===== src/rtl/mem_loader.sv =====
// mem_loader: host command stream to imem/dmem ext ports,
// dmem dump stream back out, and cpu enable control.
module mem_loader #(
  parameter int IMEM_ADDR_W = 9,
  parameter int DMEM_ADDR_W = 10
) (
  input  logic        clk,
  input  logic        arst_n,
  input  logic        s_valid,
  output logic        s_ready,
  input  logic [31:0] s_data,
  output logic        m_valid,
  input  logic        m_ready,
  output logic [31:0] m_data,
  output logic        cpu_enable,
  output logic        busy,
  output logic        err,
  output logic [31:0] addr_ext,
  output logic        wen_ext,
  output logic        ren_ext,
  output logic [31:0] wdata_ext,
  input  logic [31:0] rdata_ext,
  output logic [31:0] addr_ext_2,
  output logic        wen_ext_2,
  output logic        ren_ext_2,
  output logic [31:0] wdata_ext_2,
  input  logic [31:0] rdata_ext_2
);

  typedef enum logic [2:0] {
    IDLE, WRITE, DRAIN, RD_REQ, RD_WAIT, RD_OUT
  } state_t;

  state_t      state_q, state_d;
  logic        sel_q, sel_d;
  logic [9:0]  cnt_q, cnt_d;
  logic [19:0] ptr_q, ptr_d;
  logic        busy_q, busy_d;
  logic        err_q, err_d;
  logic        cpu_en_q, cpu_en_d;
  logic        m_valid_q, m_valid_d;
  logic [31:0] m_data_q, m_data_d;
  logic        wen_i_q, wen_i_d;
  logic [31:0] addr_i_q, addr_i_d;
  logic [31:0] wdata_i_q, wdata_i_d;
  logic        wen_d_q, wen_d_d;
  logic [31:0] addr_d_q, addr_d_d;
  logic [31:0] wdata_d_q, wdata_d_d;

  logic [1:0]  hdr_cmd;
  logic [9:0]  hdr_n;
  logic [19:0] hdr_base;
  logic [19:0] ptr_n;
  logic        hs;
  logic        unused_rdata;

  assign hdr_cmd  = s_data[31:30];
  assign hdr_n    = s_data[29:20];
  assign hdr_base = s_data[19:0];
  assign ptr_n    = ptr_q + 20'd1;
  assign hs       = s_valid && s_ready;
  assign unused_rdata = ^rdata_ext;

  assign s_ready = arst_n &&
    (state_q == IDLE || state_q == WRITE ||
     state_q == DRAIN);

  assign m_valid     = m_valid_q;
  assign m_data      = m_data_q;
  assign cpu_enable  = cpu_en_q;
  assign busy        = busy_q;
  assign err         = err_q;
  assign addr_ext    = addr_i_q;
  assign wen_ext     = wen_i_q;
  assign ren_ext     = 1'b0;
  assign wdata_ext   = wdata_i_q;
  assign addr_ext_2  = addr_d_q;
  assign wen_ext_2   = wen_d_q;
  assign ren_ext_2   = (state_q == RD_REQ);
  assign wdata_ext_2 = wdata_d_q;

  // Header decode, payload sequencing and dump handshake.
  always_comb begin
    state_d   = state_q;
    sel_d     = sel_q;
    cnt_d     = cnt_q;
    ptr_d     = ptr_q;
    busy_d    = busy_q;
    err_d     = 1'b0;
    cpu_en_d  = cpu_en_q;
    m_valid_d = m_valid_q;
    m_data_d  = m_data_q;
    wen_i_d   = 1'b0;
    addr_i_d  = addr_i_q;
    wdata_i_d = wdata_i_q;
    wen_d_d   = 1'b0;
    addr_d_d  = addr_d_q;
    wdata_d_d = wdata_d_q;
    unique case (state_q)
      IDLE: begin
        busy_d = 1'b0;
        if (hs) begin
          if (hdr_cmd == 2'b11) begin
            cpu_en_d = (hdr_n != 10'd0);
          end else if (cpu_en_q) begin
            err_d = 1'b1;
            if (hdr_n != 10'd0) begin
              cnt_d   = hdr_n;
              busy_d  = 1'b1;
              state_d = DRAIN;
            end
          end else if (hdr_n != 10'd0) begin
            cnt_d  = hdr_n;
            ptr_d  = hdr_base;
            sel_d  = hdr_cmd[0];
            busy_d = 1'b1;
            if (hdr_cmd[1]) begin
              addr_d_d = 32'({hdr_base[DMEM_ADDR_W-1:0], 2'b00});
              state_d  = RD_REQ;
            end else begin
              state_d = WRITE;
            end
          end
        end
      end
      WRITE: begin
        if (s_valid) begin
          if (sel_q) begin
            wen_d_d   = 1'b1;
            addr_d_d  = 32'({ptr_q[DMEM_ADDR_W-1:0], 2'b00});
            wdata_d_d = s_data;
          end else begin
            wen_i_d   = 1'b1;
            addr_i_d  = 32'({ptr_q[IMEM_ADDR_W-1:0], 2'b00});
            wdata_i_d = s_data;
          end
          ptr_d = ptr_n;
          cnt_d = cnt_q - 10'd1;
          if (cnt_q == 10'd1) state_d = IDLE;
        end
      end
      DRAIN: begin
        if (s_valid) begin
          cnt_d = cnt_q - 10'd1;
          if (cnt_q == 10'd1) begin
            busy_d  = 1'b0;
            state_d = IDLE;
          end
        end
      end
      RD_REQ: state_d = RD_WAIT;
      RD_WAIT: begin
        m_data_d  = rdata_ext_2;
        m_valid_d = 1'b1;
        state_d   = RD_OUT;
      end
      RD_OUT: begin
        if (m_ready) begin
          m_valid_d = 1'b0;
          cnt_d     = cnt_q - 10'd1;
          ptr_d     = ptr_n;
          addr_d_d  = 32'({ptr_n[DMEM_ADDR_W-1:0], 2'b00});
          if (cnt_q == 10'd1) begin
            busy_d  = 1'b0;
            state_d = IDLE;
          end else begin
            state_d = RD_REQ;
          end
        end
      end
      default: state_d = IDLE;
    endcase
  end

  // State and registered outputs, cleared asynchronously.
  always_ff @(posedge clk or negedge arst_n) begin
    if (!arst_n) begin
      state_q   <= IDLE;
      sel_q     <= 1'b0;
      cnt_q     <= '0;
      ptr_q     <= '0;
      busy_q    <= 1'b0;
      err_q     <= 1'b0;
      cpu_en_q  <= 1'b0;
      m_valid_q <= 1'b0;
      m_data_q  <= '0;
      wen_i_q   <= 1'b0;
      addr_i_q  <= '0;
      wdata_i_q <= '0;
      wen_d_q   <= 1'b0;
      addr_d_q  <= '0;
      wdata_d_q <= '0;
    end else begin
      state_q   <= state_d;
      sel_q     <= sel_d;
      cnt_q     <= cnt_d;
      ptr_q     <= ptr_d;
      busy_q    <= busy_d;
      err_q     <= err_d;
      cpu_en_q  <= cpu_en_d;
      m_valid_q <= m_valid_d;
      m_data_q  <= m_data_d;
      wen_i_q   <= wen_i_d;
      addr_i_q  <= addr_i_d;
      wdata_i_q <= wdata_i_d;
      wen_d_q   <= wen_d_d;
      addr_d_q  <= addr_d_d;
      wdata_d_q <= wdata_d_d;
    end
  end

endmodule

===== config.mk =====
export PLATFORM = sky130hd
export DESIGN_NAME = mem_loader
export DESIGN_NICKNAME = d
export VERILOG_FILES = /design/src/rtl/mem_loader.sv
export SDC_FILE = /design/constraint.sdc
export NUM_CORES = 1
export LEC_CHECK = 0
export ABC_AREA = 1
export BUFFER_PORTS_ARGS = -buffer_cell sky130_fd_sc_hd__buf_2
export CORE_MARGIN = 2
export CORE_UTILIZATION = 49
export DETAILED_ROUTE_END_ITERATION = 10
export PLACE_DENSITY = 0.87
export SYNTH_ARGS = -nofsm -noshare
export SYNTH_HDL_FRONTEND = slang
export SYNTH_SLANG_ARGS = --single-unit

===== constraint.sdc =====
create_clock -name clk -period 1.96 [get_ports clk]
set_input_delay 0.098 -clock clk [delete_from_list [all_inputs] [get_ports clk]]
set_output_delay 0.098 -clock clk [all_outputs]
set_load 0.05 [all_outputs]

Yosys cells after proc, flatten, opt, wreduce, memory -nomap -nowiden
Index checks and enable logic that the tools add are counted.
Widths: inputs -> output; s select.
- ROM bits: 0
- register bits: 177
- output and inout port bits: 169
- bits in latches: 0
- memories: 0
- memory bits (writable): 0
- word-level logic and storage cells: 111
- input port bits: 100
- multiplexer cells: 52
- multipliers: 0
- reduce and logical (&&, ||, !) cells: 21
- shift-type cells: 0
- bitwise operators: 3
- add/sub/neg operators: 2
- order comparisons: 0
- div/mod/pow operators: 0
- equality and inequality tests: 18
- operators with widths (cell ; number):
    $mux 32 ; 8
    $mux 20 ; 6
    $pmux 32 s3 ; 1
    $pmux 20 s3 ; 1
    $mux 10 ; 5
    $pmux 10 s3 ; 1
    $mux 3 ; 8
    $add 20x1->20 const B ; 1
    $mux 1 ; 17
    $ne 2x2->1 const B ; 8
    $pmux 3 s5 ; 1
    $reduce_and 3->1 ; 4
    $reduce_and 6->1 ; 2
    $eq 10x1->1 const B ; 1
    $reduce_bool 10->1 ; 1
    $sub 10x1->10 const B ; 1
    $reduce_and 9->1 ; 1
    $reduce_bool 3->1 ; 3
    $reduce_and 7->1 ; 1
    $eq 3x2->1 const B ; 2
    $eq 3x3->1 const B ; 2
    $ne 2x1->1 const B ; 3
    $reduce_and 5->1 ; 1
    $mux 2 ; 2
    11 further kinds ; 15

Depth between registers and ports, before layout
Gate-level depths: netlist of the first run.
- word-level depth: 7
- mapped depth: 11
- depth with buffers taken out: 10

Least setup slack after synthesis of the first run
No wires, ideal clock.
- path kind: reg2out
- start: register state_q[0]
- end: output port s_ready
- buffers on the path: 1
- data required time: 1.862 ns
- arrival time: 1.719 ns
- stages on the path, launching flop included: 5
- path slack: 0.143 ns
- path through: dfrtp_1 -> buf_2 -> nand2_1 -> inv_1 -> nor3_1
- longest elaborated chain between the ends: 4
- elaborated cells between the ends (all ways): 6
- those cells by class: eq/ne (2); reduce/logical (4)
- ends and longest elaborated chain (what ; line ; source):
    start: declaration ; 34 ; state_t state_q, state_d;
    start signal: assignment ; 194 ; state_q <= state_d;
    $eq 3x1->1 / $logic_not 3->1 (equally long branches) ; 65 ; (state_q == IDLE || state_q == WRITE ||
    $logic_or 1x1->1 ; 65 ;
    $logic_or 1x1->1 (*) ; 65 ;
    $logic_and 1x1->1 (*) ; 64 ; assign s_ready = arst_n &&
    end: declaration ; 10 ; output logic s_ready,
Every way passes the cells marked *; elsewhere a longest branch is shown, timed or not.

Final worst setup path of the first run
Same ends and word-level chain as after synthesis.

==> metrics.md, run 1 <==
| Metric | Value |
|---|---|
| Crit share post-route | `0.9060` |
| Worst Setup SP | `state_q[0]$_DFFE_PN0P_` |
| Max_slew headroom | `0.4748` |
| Synthesized area per cell | `7.952 um2` |
| Flops & latches, synth | `145` |
| Final-stage net count | `1,219` |
| Router iterations before antenna repair | `5` |
| Final WS setup | `0.1843 ns` |
| Cts bufs inserted | `17` |
| Crit path depth | `4` |
| P_leak | `5.105 nW` |
| Layout area overhead | `32.51%` |
| Iteration-0 DRC Markers | `493` |
| Critical-path top delay cell | `dfrtp_1` |
| Largest net degree at the start of global routing | `146` |
| Fin Hold WS | `0.008981 ns` |
| Clock buffer depth | `2` |
| YS warnings | `0` |
| RSZ-0062 raised after global routing | `false` |
| Met3 wire len | `1.429 mm` |
| Flop pwr share | `0.287` |
| Cells after Synth | `864` |
| Reg2reg end | `wdata_ext[24]$_DFFE_PN0P_` |
| Netlist Area Pre-Place | `6870 um2` |
| Crit Path Max Fanout | `8` |
| Worst setup path endpoint | `s_ready` |
| Clk sink count | `145` |
| Detailed Route WL | `18.80 mm` |
| CTS tree | `built` |
| Fillers | `1,034` |
| Pre-CTS setup slack | `0.2113 ns` |
| Row cnt | `43` |
| Final Max Slew Viols | `0` |
| Period minus WS final | `1.776 ns` |
| Via count | `6,512` |
| Die height | `122.4 um` |
| DIE AREA | `14,980 um2` |
| CP required | `1.86 ns` |
| Top Layer Used | `met4` |
| WS Path Type | `reg -> out` |
| Clk slew on worst S/H paths | `0.06 ns` |
| Worst reg2reg path depth | `8` |
| RR Startpoint | `state_q[2]$_DFFE_PN0P_` |
| Core area | `13,770 um2` |
| Die width | `122.4 um` |
| Startpoint types | `flop` |
| Grt total ovfl | `0` |
| Setup TNS | `0 ns` |
| Endpoint type of the worst setup path | `primary output` |
| Initial Util | `0.4988` |
| Metal2 WL | `9.163 mm` |
| Worst slew pin tran | `0.7878 ns` |
| Clk_skew | `0.008061 ns` |
| Final Hold Fails | `0` |
| Final instance area | `9104 um2` |
| Setup Viol. Count Final | `0` |
| Placed cell area | `7900 um2` |
| Arrival time worst endpoint | `1.68 ns` |
| Number of global-route vias before repair | `6,172` |
| Drt wl/cell | `14.37 um` |
| Detailed Place HPWL | `11.87 mm` |
| Sw Share | `0.5346` |
| Maximum vdd ir drop | `1065 uV` |
| Via/cell ratio | `4.979` |
| Total power | `18.67 mW` |
| Cell variety after synth | `30` |
| DRC | `0` |
| Clock Latency Late Sink | `0.43 ns` |
| Max Freq | `563.2 MHz` |
| Buffers on Ports | `190` |
| H-Tree Level Count | `4` |
| Antenna viol nets, final | `0` |
| Comb pwr share | `0.541` |
| Run status | `completed` |
| Max incr delay on CP | `0.48 ns` |
| Gpl congestion | `0.9224` |
| Pwr dens | `2051 nW/um2` |
| Ant. Diodes | `0` |
| Int Power | `8.688 mW` |
| Initial antenna violation count | `0` |
| Hold Crit Class | `in -> reg` |
| Max-cap viol count | `0` |
| Crit path buf inv count | `2` |
| Switching pwr | `9.980 mW` |
| DRT met1 WL | `7.559 mm` |
| Post-synthesis sequential area ratio | `0.5281` |
| First-pass GRT wire length | `29.73 mm` |
| Critical Path, Cell by Cell | `nand2_1 > inv_1 > nor3_1 > buf_2` |
| Cell family with most CP delay | `flip-flops` |
| Post-CTS Setup Repair Bufs | `0` |
| I/O pin count | `269` |
| Reg2Reg Setup Slack | `0.20 ns` |
| Share of cells above drive strength 1 | `0.2270` |
| Clock power frac | `0.172` |
| Clock root cell | `clkbuf_16` |
| Total GRT Usage | `0.2552` |
[cell type report]
cell class / instances / area (um2) / share of cell area
clock buffer: 17 / 425.4 / 0.04673
tap: 180 / 225.2 / 0.02474
timing repair buffer: 266 / 1758 / 0.1931
clock inverter: 14 / 155.1 / 0.01704
inverter: 85 / 321.6 / 0.03532
multi-input combinational: 601 / 2590 / 0.2845
sequential: 145 / 3628 / 0.3986
[routing by layer]
metal / up-vias / track usage
met4: 0 / 0.1149
met2: 336 / 0.4302
met5: - / 0
met3: 61 / 0.07388
met1: 3008 / 0.3025
li1: 3107 / -
[worst reg2reg max path, cell delays in order (launching register included)]
cell	delay, ns
dfrtp_1	0.45
inv_2	0.17
nand3_4	0.13
inv_2	0.10
nand2_1	0.07
nor2_2	0.19
inv_4	0.15
buf_12	0.19
o21ai_0	0.21
[power by group through the flow]
| stage | sequential [mW] | combinational (mW) | clock [mW] |
|---|---|---|---|
| floorplan | 9.25 | 3.64 | 0 |
| global placement | 5.28 | 9.67 | 0 |
| detailed placement | 5.31 | 9.88 | 0 |
| CTS | 5.31 | 10.0 | 3.27 |
| global route | 5.50 | 10.9 | 3.38 |
| finish | 5.35 | 10.1 | 3.22 |
[cells in the mapped netlist]
library cell / n / area, um2
inv_2: 8 / 30.03
nand2_2: 3 / 18.77
nor3_2: 1 / 10.01
nor2_1: 43 / 161.4
nand3_1: 47 / 235.2
a21boi_0: 1 / 7.510
conb_1: 1 / 3.750
xor2_1: 1 / 8.760
nor2_4: 1 / 11.26
nand2_1: 323 / 1212
clkbuf_2: 1 / 5.000
a31o_1: 1 / 8.760
dfrtp_1: 145 / 3628
buf_6: 3 / 33.78
clkbuf_1: 20 / 75.07
a21oi_1: 7 / 35.03
o21ai_0: 93 / 465.5
o21ai_1: 11 / 55.05
buf_2: 7 / 35.03
buf_4: 47 / 352.8
a22oi_1: 1 / 7.510
o211ai_1: 2 / 15.01
nand4_1: 5 / 31.28
nor3_1: 2 / 10.01
inv_1: 77 / 289.0
xnor2_1: 2 / 17.52
nor2_2: 5 / 31.28
nand3_4: 1 / 17.52
nand3_2: 2 / 20.02
ha_1: 3 / 37.54
[repair_timing]
action	CTS	global route
gates resized for setup	0	2
hold buffers	62	0
hold endpoints to repair	231	0
endpoints found under the setup margin	0	1
[flip-flops by register name, indices dropped and copies added (netlist names)]
name	count
state_q	3
wen_ext_2	1
m_data	32
cnt_q	10
wdata_ext	32
busy	1
err	1
addr_ext_2	10
wen_ext	1
ptr_q	10
cpu_enable	1
m_valid	1
addr_ext	9
sel_q	1
wdata_ext_2	32
[cell families (layout without fill, tap and decap cells)]
| family | Yosys count | count (layout) | share of synthesized area |
|---|---|---|---|
| buf+inv | 163 | 382 | 0.1195 |
| other cells | 1 | 46 | 0.0005458 |
| simple gates | 433 | 433 | 0.2561 |
| fa+ha+maj | 3 | 3 | 0.005464 |
| compound gates | 116 | 116 | 0.08651 |
| flops | 145 | 145 | 0.5281 |
| xor+xnor | 3 | 3 | 0.003825 |
[metrics by stage]
step,utilization,std cells
6_report,0.6610,1308
4_1_cts,0.6608,1308
3_5_place_dp,0.5736,1215
2_1_floorplan,-,909
5_1_grt,0.6610,1308
3_3_place_gp,0.5736,1215
[layout by cell type, fill, tap and decap left out, types with 2 or more instances in the layout]
cell	count
a21oi_1	7
buf_12	6
buf_2	189
buf_4	8
bufinv_16	2
clkbuf_16	17
clkinv_2	3
clkinv_4	2
conb_1	46
dfrtp_1	145
dlygate4sd3_1	62
ha_1	3
inv_1	77
inv_2	7
inv_6	5
nand2_1	323
nand2_2	3
nand3_1	47
nand3_2	2
nand4_1	5
nor2_1	43
nor2_2	5
nor3_1	2
o211ai_1	2
o21ai_0	93
o21ai_1	11
xnor2_1	2
[worst min path at each step]
stage                                       to  cells after the start       from
finish              wdata_ext_2[5]$_DFFE_PN0P_                      3  s_data[5]
CTS                 wdata_ext_2[5]$_DFFE_PN0P_                      3  s_data[5]
detailed placement        cnt_q[1]$_DFFE_PN0P_                      2     arst_n
global route        wdata_ext_2[5]$_DFFE_PN0P_                      3  s_data[5]
floorplan             addr_ext[10]$_DFFE_PN0P_                      0     arst_n
global placement          cnt_q[1]$_DFFE_PN0P_                      2     arst_n
No activity file was read; power rests on OpenSTA's default activity.
==> run 2: changes to the inputs <==
--- a/config.mk
+++ b/config.mk
@@ -7,10 +7,12 @@
 export LEC_CHECK = 0
 export ABC_AREA = 1
 export BUFFER_PORTS_ARGS = -buffer_cell sky130_fd_sc_hd__buf_2
+export CAP_MARGIN = 10
 export CORE_MARGIN = 2
 export CORE_UTILIZATION = 49
 export DETAILED_ROUTE_END_ITERATION = 10
 export PLACE_DENSITY = 0.87
+export RECOVER_POWER = 50
 export SYNTH_ARGS = -nofsm -noshare
 export SYNTH_HDL_FRONTEND = slang
 export SYNTH_SLANG_ARGS = --single-unit
==> run 2 against run 1 <==
Cell area down 1.0%. Die area unchanged. Setup slack better by 0.011 ns. Global-route usage unchanged. Sequential share of layout area up 0.42 points. Combinational power about the same. Sequential power about the same. Total power down 0.77%. Fmax up 0.60%. Register-to-register slack about the same. Core utilization down 0.69 points. Worst hold slack better by 0.0056 ns. Critical endpoint unchanged. Largest cell class unchanged.
==> metrics.md, run 2 (synthesized netlist as in run 1, its figures left out) <==
| Metric | Value |
|---|---|
| Run status | `completed` |
| Final Hold Fails | `0 (unchanged)` |
| First-pass GRT wire length | `29.73 mm (unchanged)` |
| Hold Crit Class | `in -> reg` |
| GR peak layer | `met2` |
| Router iterations before antenna repair | `5 (unchanged)` |
| Row cnt | `43 (unchanged)` |
| WS Path Type | `reg -> out` |
| Crit Path Max Fanout | `8 (unchanged)` |
| Period minus WS final | `1.765 ns (-0.01055 ns)` |
| Max_slew headroom | `0.1281 (-0.3467)` |
| I/O pin count | `269 (unchanged)` |
| Max-cap viol count | `0 (unchanged)` |
| Setup Viol. Count Final | `0 (unchanged)` |
| Initial Util | `0.4988 (unchanged)` |
| Most common cell after layout, fill and taps aside | `nand2_1` |
| Clock buffer depth | `2 (unchanged)` |
| Share of cells above drive strength 1 | `0.1729 (-0.05408)` |
| CP required | `1.86 ns (about the same)` |
| Gpl congestion | `0.9224 (unchanged)` |
| Pre-CTS setup slack | `0.2113 ns (unchanged)` |
| Core area | `13,770 um2 (unchanged)` |
| Final WS setup | `0.1948 ns (+0.01055 ns)` |
| Via count | `6,515 (+0.046%)` |
| Max incr delay on CP | `0.48 ns (about the same)` |
| Most frequent cells in the layout | `nand2_1, dfrtp_1, buf_2, o21ai_0, inv_1` |
| DRC | `0 (unchanged)` |
| Clk_skew | `0.008767 ns (+0.0007061 ns)` |
| Clock root cell | `clkbuf_16` |
| RR Startpoint | `state_q[2]$_DFFE_PN0P_` |
| Pwr dens | `2056 nW/um2 (+0.28%)` |
| Startpoint types | `flop` |
| Clk sink count | `145 (unchanged)` |
| Clk slew on worst S/H paths | `0.06 ns (about the same)` |
| Met1 GRT Util | `0.3025 (unchanged)` |
| Placed Instances | `1,215 (unchanged)` |
| Final instance area | `9009 um2 (-1.0%)` |
| Final-stage net count | `1,219 (unchanged)` |
| P_leak | `4.896 nW (-4.1%)` |
| Crit share post-route | `0.9006 (-0.005381)` |
| Die width | `122.4 um (unchanged)` |
| Hold path start | `s_data[5]` |
| Critical-path top delay cell | `dfrtp_1` |
| H-Tree Level Count | `4 (unchanged)` |
| Setup TNS | `0 ns (unchanged)` |
| Met2 GRT Util | `0.4302 (unchanged)` |
| Via/cell ratio | `4.981 (about the same)` |
| CTS tree | `built` |
| Initial antenna violation count | `0 (unchanged)` |
| Total GRT Usage | `0.2552 (unchanged)` |
| Detailed Place HPWL | `11.87 mm (unchanged)` |
| Number of global-route vias before repair | `6,172 (unchanged)` |
| GR Util met3 | `0.07388 (unchanged)` |
| DIE AREA | `14,980 um2 (unchanged)` |
| Maximum vdd ir drop | `1052 uV (-1.3%)` |
| Detailed Route WL | `18.87 mm (+0.36%)` |
| Grt total ovfl | `0 (unchanged)` |
| Antenna viol nets, final | `0 (unchanged)` |
| Drt wl/cell | `14.43 um (+0.36%)` |
| Final Max Slew Viols | `0 (unchanged)` |
| Buffers on Ports | `190 (unchanged)` |
| Clock Latency Late Sink | `0.43 ns (about the same)` |
| Arrival time worst endpoint | `1.67 ns (about the same)` |
| Max Freq | `566.5 MHz (+0.60%)` |
| Largest net degree at the start of global routing | `146 (unchanged)` |
| Final std cells w/o fill | `1,308 (unchanged)` |
| Iteration-0 DRC Markers | `511 (+3.7%)` |
| Fin Hold WS | `0.01458 ns (+0.005598 ns)` |
| Layout area overhead | `31.12%` |
| Die height | `122.4 um (unchanged)` |
| Post-CTS Setup Repair Bufs | `0 (unchanged)` |
| Endpoint type of the worst setup path | `primary output` |
| Cts bufs inserted | `17 (unchanged)` |
| Worst slew pin tran | `1.308 ns (+0.5200 ns)` |
| Critical Path, Cell by Cell | `nand2_1 > inv_1 > nor3_1 > buf_2` |
| Ant. Diodes | `0 (unchanged)` |
| Placed cell area | `7900 um2 (unchanged)` |
| RSZ-0062 raised after global routing | `false` |
| Worst Setup SP | `state_q[0]$_DFFE_PN0P_` |
## run 2: cell count changes in the layout (fill, tap and decap cells not counted)
cell	delta
buf_12	-1
nor3_2	-1
nor3_1	+1
buf_2	-59
clkbuf_1	+60
## run 2: worst paths after layout
check,end,slack [ns],cells past startpoint
min,wdata_ext_2[5]$_DFFE_PN0P_,0.01,3
min in group asynchronous,cnt_q[1]$_DFFE_PN0P_,0.60,3
max,s_ready,0.19,4
max reg2reg,wdata_ext[24]$_DFFE_PN0P_,0.20,8
min reg2reg,m_data[14]$_DFFE_PN0P_,0.47,2
max in group asynchronous,wdata_ext[8]$_DFFE_PN0P_,0.45,3
## run 2: area by class of cell
cell class | count | area (um2)
Clock buffer | 17 | 425.4
Clock inverter | 14 | 155.1
Fill cell | 1081 | 4765
Inverter | 85 | 321.6
Multi-Input combinational cell | 601 | 2585
Sequential cell | 145 | 3628
Tap cell | 180 | 225.2
Timing Repair Buffer | 266 | 1668
## run 2: worst max-delay path, delay by kind of cell (launching register included)
kind / cells / cell delay, ns
DFF: 1 / 0.48
buffers and inverters: 2 / 0.39
and+or+nand+nor: 2 / 0.36
## run 2: per-layer routing
| metal | wire [um] | part of all wire |
|---|---|---|
| met1 | 7620 | 0.40 |
| met2 | 9191 | 0.49 |
| met3 | 1443 | 0.076 |
| met4 | 613 | 0.032 |
| met5 | 0 | 0 |
## run 2: repair_timing
action	4_1_cts	5_1_grt
hold endpoints to repair	231	0
endpoints found under the setup margin	0	1
gates resized for setup	0	2
hold buffers	62	0
## run 2: where the power goes
part | leakage, nW | internal (mW) | switching [mW]
Clock | 0.287 | 1.89 | 1.32
Sequential | 1.82 | 4.42 | 0.951
Combinational | 2.79 | 2.21 | 7.73
## run 2: metrics by stage
stage / power (mW) / utilization
floorplan: 12.89 / -
global placement: 14.96 / 0.5736
detailed placement: 15.19 / 0.5736
CTS: 18.60 / 0.6608
global route: 19.67 / 0.6541
finish: 18.52 / 0.6541
==> run 3: changes to the inputs <==
--- a/config.mk
+++ b/config.mk
@@ -8,8 +8,8 @@
 export ABC_AREA = 1
 export BUFFER_PORTS_ARGS = -buffer_cell sky130_fd_sc_hd__buf_2
 export CAP_MARGIN = 10
-export CORE_MARGIN = 2
 export CORE_UTILIZATION = 49
+export CTS_CLUSTER_SIZE = 25
 export DETAILED_ROUTE_END_ITERATION = 10
 export PLACE_DENSITY = 0.87
 export RECOVER_POWER = 50
==> run 3 against run 2 <==
Non-clock buffer count is 6 lower. Setup slack lost 0.090 ns. Clock-buffer cell count rose by 2. Cell area fell by 2.2%. Fmax is 4.8% lower. Largest power group unchanged. Largest cell class unchanged. Total power shrank 1.8%. Wire length rose by 0.24%.
==> metrics.md, run 3 (synthesized netlist as in run 1, its figures left out) <==
| Metric | Value |
|---|---|
| RSZ-0062 raised after global routing | `false` |
| RR Startpoint | `state_q[2]$_DFFE_PN0P_` |
| Clock buffer depth | `2 (unchanged)` |
| Hold Crit Class | `in -> reg` |
| Most common cell after layout, fill and taps aside | `nand2_1` |
| Die width | `120.4 um (-1.6%)` |
| Antenna viol nets, final | `0 (unchanged)` |
| Run status | `completed` |
| Most frequent cells in the layout | `nand2_1, dfrtp_1, clkbuf_1, o21ai_0, inv_1` |
| Max incr delay on CP | `0.45 ns (-0.03 ns)` |
| Final Max Slew Viols | `0 (unchanged)` |
| Max-cap viol count | `0 (unchanged)` |
| Drt wl/cell | `14.56 um (+0.94%)` |
| P_leak | `4.633 nW (-5.4%)` |
| Share of cells above drive strength 1 | `0.1149 (-0.05800)` |
| DIE AREA | `14,500 um2 (-3.2%)` |
| Cell mode on critical path | `nand2_1` |
| Grt total ovfl | `0 (unchanged)` |
| Pre-CTS setup slack | `0.2014 ns (-0.009820 ns)` |
| Clk_skew | `0.009036 ns (+0.0002685 ns)` |
| Post-CTS Setup Repair Bufs | `0 (unchanged)` |
| Initial antenna violation count | `0 (unchanged)` |
| First-pass GRT wire length | `29.93 mm (+0.67%)` |
| Core area | `13,450 um2 (-2.3%)` |
| Fillers | `1,118 (+3.4%)` |
| Via/cell ratio | `5.052 (+1.4%)` |
| WS Path Type | `reg -> reg` |
| Router iterations before antenna repair | `6 (+1)` |
| Total GRT Usage | `0.2647 (+0.009542)` |
| Final Hold Fails | `0 (unchanged)` |
| Clock root cell | `clkbuf_16` |
| Arrival time worst endpoint | `2.18 ns (+0.51 ns)` |
| Worst Setup SP | `state_q[2]$_DFFE_PN0P_` |
| Final WS setup | `0.1051 ns (-0.08974 ns)` |
| Ant. Diodes | `0 (unchanged)` |
| Critical Path, Cell by Cell | `inv_2 > nor2_1 > nor2_1 > nand2_1 > inv_2 > nand2_1 > nand2_1 > nand2_1 > o21ai_1` |
| Largest net degree at the start of global routing | `81 (-45%)` |
| CTS tree | `built` |
| Final instance area | `8815 um2 (-2.2%)` |
| Cell family with most CP delay | `simple AND/OR/NAND/NOR gates` |
| Clk sink count | `145 (unchanged)` |
| Final-stage net count | `1,213 (-0.49%)` |
| Max_slew headroom | `0.1607 (+0.03259)` |
| Pwr dens | `2064 nW/um2 (+0.38%)` |
| Iteration-0 DRC Markers | `494 (-3.3%)` |
| Layout area overhead | `28.30%` |
| Clock Latency Late Sink | `0.42 ns (about the same)` |
| Crit share post-route | `0.9464 (+0.04579)` |
| Period minus WS final | `1.855 ns (+0.08974 ns)` |
| Number of global-route vias before repair | `6,222 (+0.81%)` |
| Detailed Route WL | `18.91 mm (+0.24%)` |
| DRC | `0 (unchanged)` |
| Startpoint types | `flop` |
| CP required | `2.29 ns (+0.43 ns)` |
| I/O pin count | `269 (unchanged)` |
| Maximum vdd ir drop | `1010 uV (-4.0%)` |
| Setup Viol. Count Final | `0 (unchanged)` |
| Buffers on Ports | `190 (unchanged)` |
| Die height | `120.4 um (-1.6%)` |
| Via count | `6,562 (+0.72%)` |
| Hold path start | `s_data[21]` |
| H-Tree Level Count | `4 (unchanged)` |
| Critical-path top delay cell | `dfrtp_1` |
| Setup TNS | `0 ns (unchanged)` |
| Placed cell area | `7823 um2 (-0.98%)` |
| Endpoint type of the worst setup path | `flop` |
| Worst slew pin tran | `1.259 ns (-0.04889 ns)` |
| Gpl congestion | `0.9017 (-2.2%)` |
| Cts bufs inserted | `17 (unchanged)` |
| Reg2Reg Setup Slack | `0.11 ns (-0.09 ns)` |
| Crit Path Max Fanout | `13 (+5)` |
| Initial Util | `0.5107 (+0.01188)` |
| Max Freq | `539.1 MHz (-4.8%)` |
| Detailed Place HPWL | `11.74 mm (-1.1%)` |
| Clk slew on worst S/H paths | `0.07 ns (about the same)` |
| Row cnt | `42 (-2.3%)` |
| Crit path buf inv count | `2 (unchanged)` |
## run 3: changes by cell type in the layout (fill, tap and decap cells not counted), sizes merged
cell,delta
clkbuf,+64
dlygate4sd3,-3
clkinvlp,+1
inv,-1
bufinv,-1
buf,-65
## run 3: per-layer routing
| layer | GRT usage | vias to the layer above | share of wire |
|---|---|---|---|
| met3 | 0.06179 | 56 | 0.073 |
| met4 | 0.1134 | 0 | 0.029 |
| met2 | 0.4573 | 326 | 0.50 |
| li1 | - | 3095 | - |
| met1 | 0.3157 | 3085 | 0.40 |
| met5 | 0 | - | 0 |
## run 3: tightest hold or removal path, delay by kind of cell
family	cells	cell delay (ns)
AOI/OAI and AO/OA	1	0.09
buffers and inverters	2	0.19
## run 3: layout make-up
type | instances | area, um2 | share of cell area
sequential | 145 | 3628 | 0.4116
multi-input combinational | 601 | 2585 | 0.2933
timing repair buffer | 260 | 1501 | 0.1703
clock buffer | 19 | 432.9 | 0.04911
inverter | 85 | 319.1 | 0.03620
tap | 176 | 220.2 | 0.02498
clock inverter | 13 | 127.6 | 0.01448
## run 3: path summary, 6_finish.rpt
| check | end | cells after the start |
|---|---|---|
| max in group asynchronous | err$_DFF_PN0_ | 3 |
| max reg2reg | cnt_q[3]$_DFFE_PN0P_ | 9 |
| min | wdata_ext[21]$_DFFE_PN0P_ | 3 |
| min reg2reg | m_data[20]$_DFFE_PN0P_ | 2 |
| min in group asynchronous | addr_ext[5]$_DFFE_PN0P_ | 2 |
| max | cnt_q[3]$_DFFE_PN0P_ | 9 |
## run 3: power breakdown
group          switching [mW]  internal, mW  leakage (nW)  total [mW]
clock network            1.33          1.77         0.271        3.10
registers               0.969          4.42          1.82        5.39
logic                    7.73          1.97          2.55        9.70
## run 3: metrics by stage
step	instances	utilization	power (mW)	hold WS, ns
2_1_floorplan	909	-	12.89	-0.1976
3_5_place_dp	1208	0.5815	15.12	-0.08946
3_3_place_gp	1208	0.5815	14.86	-0.09119
6_report	1299	0.6552	18.19	0.009291
4_1_cts	1299	0.6670	18.36	0.00009176
5_1_grt	1299	0.6552	19.21	0.02665
## run 3: what timing repair did
action / 4_1_cts / 5_1_grt
hold buffers: 59 / 0
endpoints found under the hold margin: 144 / 0
resized for setup: 0 / 2
setup endpoints to repair: 0 / 2
